$ cat src/rtl/scope_pkg.sv
// Shared types and defaults for the scope capture block.
// FSM encoding, trigger slope codes and buffer geometry.
package scope_pkg;

  localparam int DEPTH_DEF    = 256;
  localparam int PRE_TRIG_DEF = 64;

  localparam logic SLOPE_RISE = 1'b0;
  localparam logic SLOPE_FALL = 1'b1;

  typedef enum logic [2:0] {
    IDLE,
    PRE_FILL,
    WAIT_TRIG,
    POST_FILL,
    READOUT
  } state_t;

endpackage

$ cat src/rtl/scope_capture_if.sv
// Sample input stream and readout valid/ready stream.
// The capture block sits on the master side.
interface scope_capture_if;

  logic [7:0] sample_in;
  logic       sample_valid;
  logic [7:0] out_data;
  logic       out_valid;
  logic       out_ready;
  logic       out_last;

  modport master (
    input  sample_in,
    input  sample_valid,
    input  out_ready,
    output out_data,
    output out_valid,
    output out_last
  );

  modport slave (
    output sample_in,
    output sample_valid,
    output out_ready,
    input  out_data,
    input  out_valid,
    input  out_last
  );

endinterface

$ cat src/rtl/scope_sample_ram.sv
// Simple dual-port sample buffer: one write port,
// one synchronous read port with a held output register.
module scope_sample_ram #(
  parameter int DEPTH = 256
) (
  input  logic                     clk,
  input  logic                     reset,
  input  logic                     we,
  input  logic [$clog2(DEPTH)-1:0] waddr,
  input  logic [7:0]               wdata,
  input  logic                     re,
  input  logic [$clog2(DEPTH)-1:0] raddr,
  output logic [7:0]               rdata
);

  logic [7:0] mem [DEPTH];

  always_ff @(posedge clk) begin
    if (we) mem[waddr] <= wdata;
  end

  // Only the read register is reset; it holds while re=0.
  always_ff @(posedge clk or negedge reset) begin
    if (!reset)  rdata <= '0;
    else if (re) rdata <= mem[raddr];
  end

endmodule

$ cat src/rtl/scope_capture.sv
// Triggered waveform capture with pre/post-trigger windows
// and a valid/ready readout of the whole buffer.
module scope_capture
  import scope_pkg::*;
#(
  parameter int DEPTH    = DEPTH_DEF,
  parameter int PRE_TRIG = PRE_TRIG_DEF
) (
  input  logic                   clk,
  input  logic                   reset,
  scope_capture_if.master        bus,
  input  logic                   arm,
  input  logic                   abort,
  input  logic                   force_trig,
  input  logic [7:0]             trig_level,
  input  logic                   trig_slope,
  output logic                   busy,
  output logic                   triggered,
  output logic                   done
);

  localparam int AW = $clog2(DEPTH);
  localparam int CW = AW + 1;
  localparam logic [CW-1:0] PRE_N  = CW'(PRE_TRIG);
  localparam logic [CW-1:0] POST_N = CW'(DEPTH - PRE_TRIG);
  localparam logic [CW-1:0] ALL_N  = CW'(DEPTH);
  localparam logic [AW-1:0] PRE_OF = AW'(PRE_TRIG);

  state_t        state;
  logic [AW-1:0] wr_ptr;
  logic [AW-1:0] rd_ptr;
  logic [AW-1:0] trig_addr;
  logic [CW-1:0] cnt;
  logic [CW-1:0] cnt_inc;
  logic [CW-1:0] rd_cnt;
  logic [7:0]    prev;
  logic          have_prev;
  logic          force_pend;
  logic          wr_en;
  logic          rd_en;
  logic          lvl_hit;
  logic          hit;

  assign wr_en = bus.sample_valid && !abort &&
                 (state == PRE_FILL ||
                  state == WAIT_TRIG ||
                  state == POST_FILL);

  assign rd_en = !abort && state == READOUT &&
                 (!bus.out_valid || bus.out_ready) &&
                 rd_cnt != ALL_N;

  assign cnt_inc = cnt + 1'b1;
  assign busy    = state != IDLE;

  always_comb begin
    lvl_hit = 1'b0;
    if (have_prev) begin
      if (trig_slope == SLOPE_FALL)
        lvl_hit = prev > trig_level &&
                  bus.sample_in <= trig_level;
      else
        lvl_hit = prev < trig_level &&
                  bus.sample_in >= trig_level;
    end
  end

  assign hit = state == WAIT_TRIG && wr_en &&
               (lvl_hit || force_trig || force_pend);

  scope_sample_ram #(.DEPTH(DEPTH)) u_ram (
    .clk   (clk),
    .reset (reset),
    .we    (wr_en),
    .waddr (wr_ptr),
    .wdata (bus.sample_in),
    .re    (rd_en),
    .raddr (rd_ptr),
    .rdata (bus.out_data)
  );

  always_ff @(posedge clk or negedge reset) begin
    if (!reset) begin
      state         <= IDLE;
      wr_ptr        <= '0;
      rd_ptr        <= '0;
      trig_addr     <= '0;
      cnt           <= '0;
      rd_cnt        <= '0;
      prev          <= '0;
      have_prev     <= 1'b0;
      force_pend    <= 1'b0;
      triggered     <= 1'b0;
      done          <= 1'b0;
      bus.out_valid <= 1'b0;
      bus.out_last  <= 1'b0;
    end else begin
      done <= 1'b0;
      if (wr_en) begin
        wr_ptr    <= wr_ptr + 1'b1;
        prev      <= bus.sample_in;
        have_prev <= 1'b1;
      end
      if (abort) begin
        state         <= IDLE;
        triggered     <= 1'b0;
        force_pend    <= 1'b0;
        bus.out_valid <= 1'b0;
        bus.out_last  <= 1'b0;
      end else begin
        unique case (state)
          IDLE: if (arm) begin
            state      <= PRE_FILL;
            wr_ptr     <= '0;
            cnt        <= '0;
            rd_cnt     <= '0;
            triggered  <= 1'b0;
            have_prev  <= 1'b0;
            force_pend <= 1'b0;
          end
          PRE_FILL: if (wr_en) begin
            cnt <= cnt_inc;
            if (cnt_inc == PRE_N) begin
              state <= WAIT_TRIG;
              cnt   <= '0;
            end
          end
          WAIT_TRIG: begin
            if (force_trig) force_pend <= 1'b1;
            if (hit) begin
              trig_addr  <= wr_ptr;
              rd_ptr     <= wr_ptr - PRE_OF;
              rd_cnt     <= '0;
              triggered  <= 1'b1;
              force_pend <= 1'b0;
              cnt        <= CW'(1);
              state      <= (POST_N == CW'(1)) ?
                            READOUT : POST_FILL;
            end
          end
          POST_FILL: if (wr_en) begin
            cnt <= cnt_inc;
            if (cnt_inc == POST_N) state <= READOUT;
          end
          READOUT: begin
            // Fetch refills the output register whenever it drains.
            if (rd_en) begin
              rd_ptr        <= rd_ptr + 1'b1;
              rd_cnt        <= rd_cnt + 1'b1;
              bus.out_valid <= 1'b1;
              bus.out_last  <= rd_cnt == ALL_N - 1'b1;
            end else if (bus.out_valid && bus.out_ready) begin
              bus.out_valid <= 1'b0;
              bus.out_last  <= 1'b0;
              done          <= 1'b1;
              state         <= IDLE;
            end
          end
          default: state <= IDLE;
        endcase
      end
    end
  end

endmodule

$ cat src/flat_wrapper.sv
// flat-port wrapper written by rule: the top's interface ports become plain ports
module scope_capture_flat import scope_pkg::*;
#(
  parameter int DEPTH    = DEPTH_DEF,
  parameter int PRE_TRIG = PRE_TRIG_DEF
)
  (clk, reset, arm, abort, force_trig, trig_level, trig_slope, busy, triggered, done, bus_sample_in, bus_sample_valid, bus_out_ready, bus_out_data, bus_out_valid, bus_out_last);
  scope_capture_if bus_i ();
  input  logic clk;
  input  logic reset;
  input  logic arm;
  input  logic abort;
  input  logic force_trig;
  input  logic [7:0] trig_level;
  input  logic trig_slope;
  output logic busy;
  output logic triggered;
  output logic done;
  input wire logic [$bits(bus_i.sample_in)-1:0] bus_sample_in;
  input wire logic [$bits(bus_i.sample_valid)-1:0] bus_sample_valid;
  input wire logic [$bits(bus_i.out_ready)-1:0] bus_out_ready;
  output wire logic [$bits(bus_i.out_data)-1:0] bus_out_data;
  output wire logic [$bits(bus_i.out_valid)-1:0] bus_out_valid;
  output wire logic [$bits(bus_i.out_last)-1:0] bus_out_last;
  assign bus_i.sample_in = bus_sample_in;
  assign bus_i.sample_valid = bus_sample_valid;
  assign bus_i.out_ready = bus_out_ready;
  assign bus_out_data = bus_i.out_data;
  assign bus_out_valid = bus_i.out_valid;
  assign bus_out_last = bus_i.out_last;
  scope_capture #(.DEPTH(DEPTH), .PRE_TRIG(PRE_TRIG)) u_core (.clk(clk), .reset(reset), .bus(bus_i), .arm(arm), .abort(abort), .force_trig(force_trig), .trig_level(trig_level), .trig_slope(trig_slope), .busy(busy), .triggered(triggered), .done(done));
endmodule
$ cat config.mk
export PLATFORM = sky130hd
export DESIGN_NAME = scope_capture_flat
export DESIGN_NICKNAME = d
export VERILOG_FILES = /design/src/rtl/scope_pkg.sv /design/src/rtl/scope_capture_if.sv /design/src/rtl/scope_sample_ram.sv /design/src/rtl/scope_capture.sv /design/src/flat_wrapper.sv
export SDC_FILE = /design/constraint.sdc
export NUM_CORES = 2
export LEC_CHECK = 0
export BUFFER_PORTS_ARGS = -buffer_cell sky130_fd_sc_hd__buf_4
export CAP_MARGIN = 20
export CORE_MARGIN = 1
export CORE_UTILIZATION = 35
export CTS_CLUSTER_DIAMETER = 100
export DETAILED_ROUTE_END_ITERATION = 12
export PLACE_DENSITY_LB_ADDON = 0.25
export SLEW_MARGIN = 20
export SYNTH_ARGS = -nofsm -noshare
export SYNTH_HDL_FRONTEND = slang
export SYNTH_SLANG_ARGS = --single-unit
$ cat constraint.sdc
create_clock -name clk -period 3.4 [get_ports clk]
set_input_delay 0.85 -clock clk [delete_from_list [all_inputs] [get_ports clk]]
set_output_delay 0.85 -clock clk [all_outputs]
set_load 0.02 [all_outputs]
==> results by group <==
Flow run
  • Max cap viols: 0

Place
  • Pre-CTS WS: -290.2 ps
  • HPWL Detailed: 153200 µm
  • RePlAce Congestion: 0.8601
  • Port Buffers: 36
  • Placed Area: 91160 µm²

Critical path
  • Worst-path maximum fanout: 22
  • Kind of critical path: register to register
  • Critical path launch point type: register
  • Req. time, crit path: 4150 ps
  • Reg-to-reg slack, setup: -4 ps
  • Worst Setup SP: u_core.rd_ptr[0]$_DFFE_PN0P_
  • Critical Path End Type: register
  • Worst reg2reg path endpoint: u_core.u_ram.rdata[3]$_DFFE_PN0P_
  • Reg2reg start: u_core.rd_ptr[0]$_DFFE_PN0P_
  • Critical Path End: u_core.u_ram.rdata[3]$_DFFE_PN0P_
  • Reg2reg path depth: 8
  • Crit path DAT: 4160 ps

Clock tree
  • Htree depth: 4
  • Clk pin slew, worst setup/hold paths: 60 ps
  • CTS root buffer: clkbuf_16
  • Clock latency on the worst-skew pair: 870 ps
  • CTS sink cnt: 2107
  • Clock Path Buffers: 3
  • CTS Buf Count: 216
  • CTS tree: yes

Logic synthesis
  • Top cell type's share of synthesized area: 0.7423
  • Yosys top cell by area: edfxtp_1
  • Most used DFF post-synth: edfxtp_1
  • Avg Cell Area, Syn: 20.38 µm²
  • Yosys reg bits: 2107
  • Register area share after synthesis: 0.7601
  • Post-synth EDFFs: 2048
  • Most frequent cell after synthesis: edfxtp_1
  • Synth unique cells: 72
  • Top post-synthesis cells by count: edfxtp_1, mux4_2, nor2_1
  • Post-Syn Nets: slightly above 4000
  • YS warnings: 0
  • Top post-synthesis cells by area: edfxtp_1, mux4_2, mux2i_1
  • Post-Syn Area: approximately 83000 µm²
  • Post-Synthesis Cells: 4066
  • FFs w/ async S/R, synth: 0.02800

Floorplan
  • DIE AREA: 238700 µm²
  • Initial Util: 0.3523
  • DIE HEIGHT: ~490 µm
  • Chip Width: just under 500 µm
  • Rows: 178
  • CORE AREA: ~240000 µm²
  • I/O Pins: 37

Global routing
  • GRT overflow: 0
  • Total Routing Usage GR: 0.1969
  • First-pass GRT wire length: 332400 µm
  • Largest net degree at the start of global routing: 208
  • Number of global-route vias before repair: 43710
  • Initial antenna violation count: 11

STA
  • Slew HR: 0.2010
  • Max Freq: 293.8 MHz
  • Post-layout minimum cycle time: between 3000 and 4000 ps
  • PnR worst setup slack: -3.948 ps
  • Final setup fails: 1
  • Sum Neg Setup Slack: -3.948 ps
  • Fin crit share: 1.001
  • Fin. Hold Viols: 0
  • Clock Skew: 33.62 ps
  • Least-Margin Pin Slew: 1199 ps
  • RSZ-0062 raised after global routing: false
  • Final number of max-transition violations: 0

Drt
  • DRC Markers: 0
  • Via count: around 43000
  • Vias per cell: 5.400
  • Final wirelength: around 230000 µm
  • Routed wire per std cell: about 29 µm
  • ANT nets after route: 0
  • DRT Pass-1 Iters: 5
  • Initial DRC Count: 4872

Worst hold path
  • Tightest Hold Check Type: primary input to asynchronous set/reset pin

Layout
  • Final instance area: 98290 µm²
  • Area grow syn2layout: 18.64%
  • Filler instances: 20630
  • NumNets Final: 4747
  • Layout cell share with drive strength beyond 1: 0.3041

Power and ir drop
  • Tot Pwr: 0.06573 W
  • Power Dens Cells: around 670 nW/µm²
  • Max IR drop VDD: 0.0005748 V
  • Leakage: 31.14 nW

Outcome
  • Failing checks: negative setup slack
  • Status: finished with violations
## through the flow
stage / hold slack, ps / std cells / utilization
global placement: 470.6 / 7620 / 0.3876
detailed placement: 476.6 / 7620 / 0.3876
finish: 73.23 / 8028 / 0.4179
global route: 94.10 / 8028 / 0.4179
CTS: 39.02 / 8021 / 0.4176
floorplan: 447.6 / 4066 / -
## power breakdown
part	total (W)	switching [W]	internal, W	leakage [nW]
combinational	0.0132	0.00825	0.00493	8.54
clock	0.0235	0.0101	0.0134	3.42
sequential	0.0291	0.000371	0.0287	19.2
total	0.0657	0.0187	0.0470	31.1
## final cells by class
type / instances / area [µm²] / share of cell area
Timing Repair Buffer: 641 / 5648 / 0.05746
Antenna cell: 1 / 2.502 / 0.00002546
Clock buffer: 273 / 5669 / 0.05768
Multi-Input combinational cell: 1699 / 18560 / 0.1889
Tap cell: 3150 / 3941 / 0.04010
Inverter: 29 / 113.9 / 0.001158
Sequential cell: 2107 / 62990 / 0.6409
Clock inverter: 128 / 1364 / 0.01388
## cell usage in the layout (no fill, tap or decap), drive strengths merged, types with 26 or more instances in the layout
cell,Yosys,final
inv,29,35
edfxtp,2048,2048
o21ai,46,46
nand2,157,157
ha,29,29
buf,131,638
clkinv,0,96
nor2b,26,26
a21oi,85,85
dfrtp,59,59
mux4,487,487
mux2i,158,158
nand3,34,34
nor2,313,313
clkbuf,100,276
a22oi,79,79
## state kept, by name, summed over array words and instances (netlist names)
register              cells
u_core.rd_ptr             8
u_core.state              3
u_core.wr_ptr             8
u_core.cnt                9
u_core.have_prev          1
u_core.triggered          1
u_core.rd_cnt             9
u_core.bus.out_valid      1
u_core.u_ram.rdata        8
u_core.u_ram.mem       2048
u_core.bus.out_last       1
u_core.prev               8
u_core.done               1
u_core.force_pend         1
## worst min-delay path by stage
stage / to / slack, ps / from / cells past startpoint
final: u_core.cnt[6]$_DFFE_PN0P_ / 70 / reset / 1
after global placement: u_core.cnt[8]$_DFFE_PN0P_ / 470 / u_core.cnt[8]$_DFFE_PN0P_ / 1
after global routing: u_core.cnt[6]$_DFFE_PN0P_ / 90 / reset / 1
after CTS: u_core.cnt[6]$_DFFE_PN0P_ / 40 / reset / 1
after floorplan: u_core.cnt[8]$_DFFE_PN0P_ / 450 / u_core.cnt[8]$_DFFE_PN0P_ / 1
after detailed placement: u_core.prev[3]$_DFFE_PN0P_ / 480 / u_core.prev[3]$_DFFE_PN0P_ / 2
## kinds of logic after synthesis
kind of cell | count (synthesis) | synth area share
flops | 2107 | 0.7601
buf+inv | 260 | 0.01735
fa+ha+maj | 29 | 0.004380
xor+xnor | 9 | 0.0009515
compound gates | 401 | 0.03362
simple gates | 609 | 0.03128
mux | 651 | 0.1523
## worst max-delay path: stages, from the launching register on
cell and delay, ps:
dfrtp_4 470, buf_12 250, buf_6 340, mux4_2 560, a22oi_1 320, a21oi_1 320, or4_1 730, nand4_1 170
nand3_1 90
## routing by layer
metal  vias to the layer above  wire length (µm)  track usage
li1                      18080                 -            -
met4                         2              6826      0.06049
met5                         -                 8            0
met1                     23170             99640       0.2753
met3                       347             18090      0.04054
met2                      1750            110000       0.3082
## what timing repair did
| action | CTS | global route |
|---|---|---|
| cloned | 0 | 0 |
| endpoints found under the setup margin | 3 | 2 |
| gates resized for setup | 4 | 4 |
| hold buffers | 0 | 0 |
| setup buffers | 0 | 6 |
| pin swaps | 1 | 0 |
No activity file was read; power rests on OpenSTA's default activity.
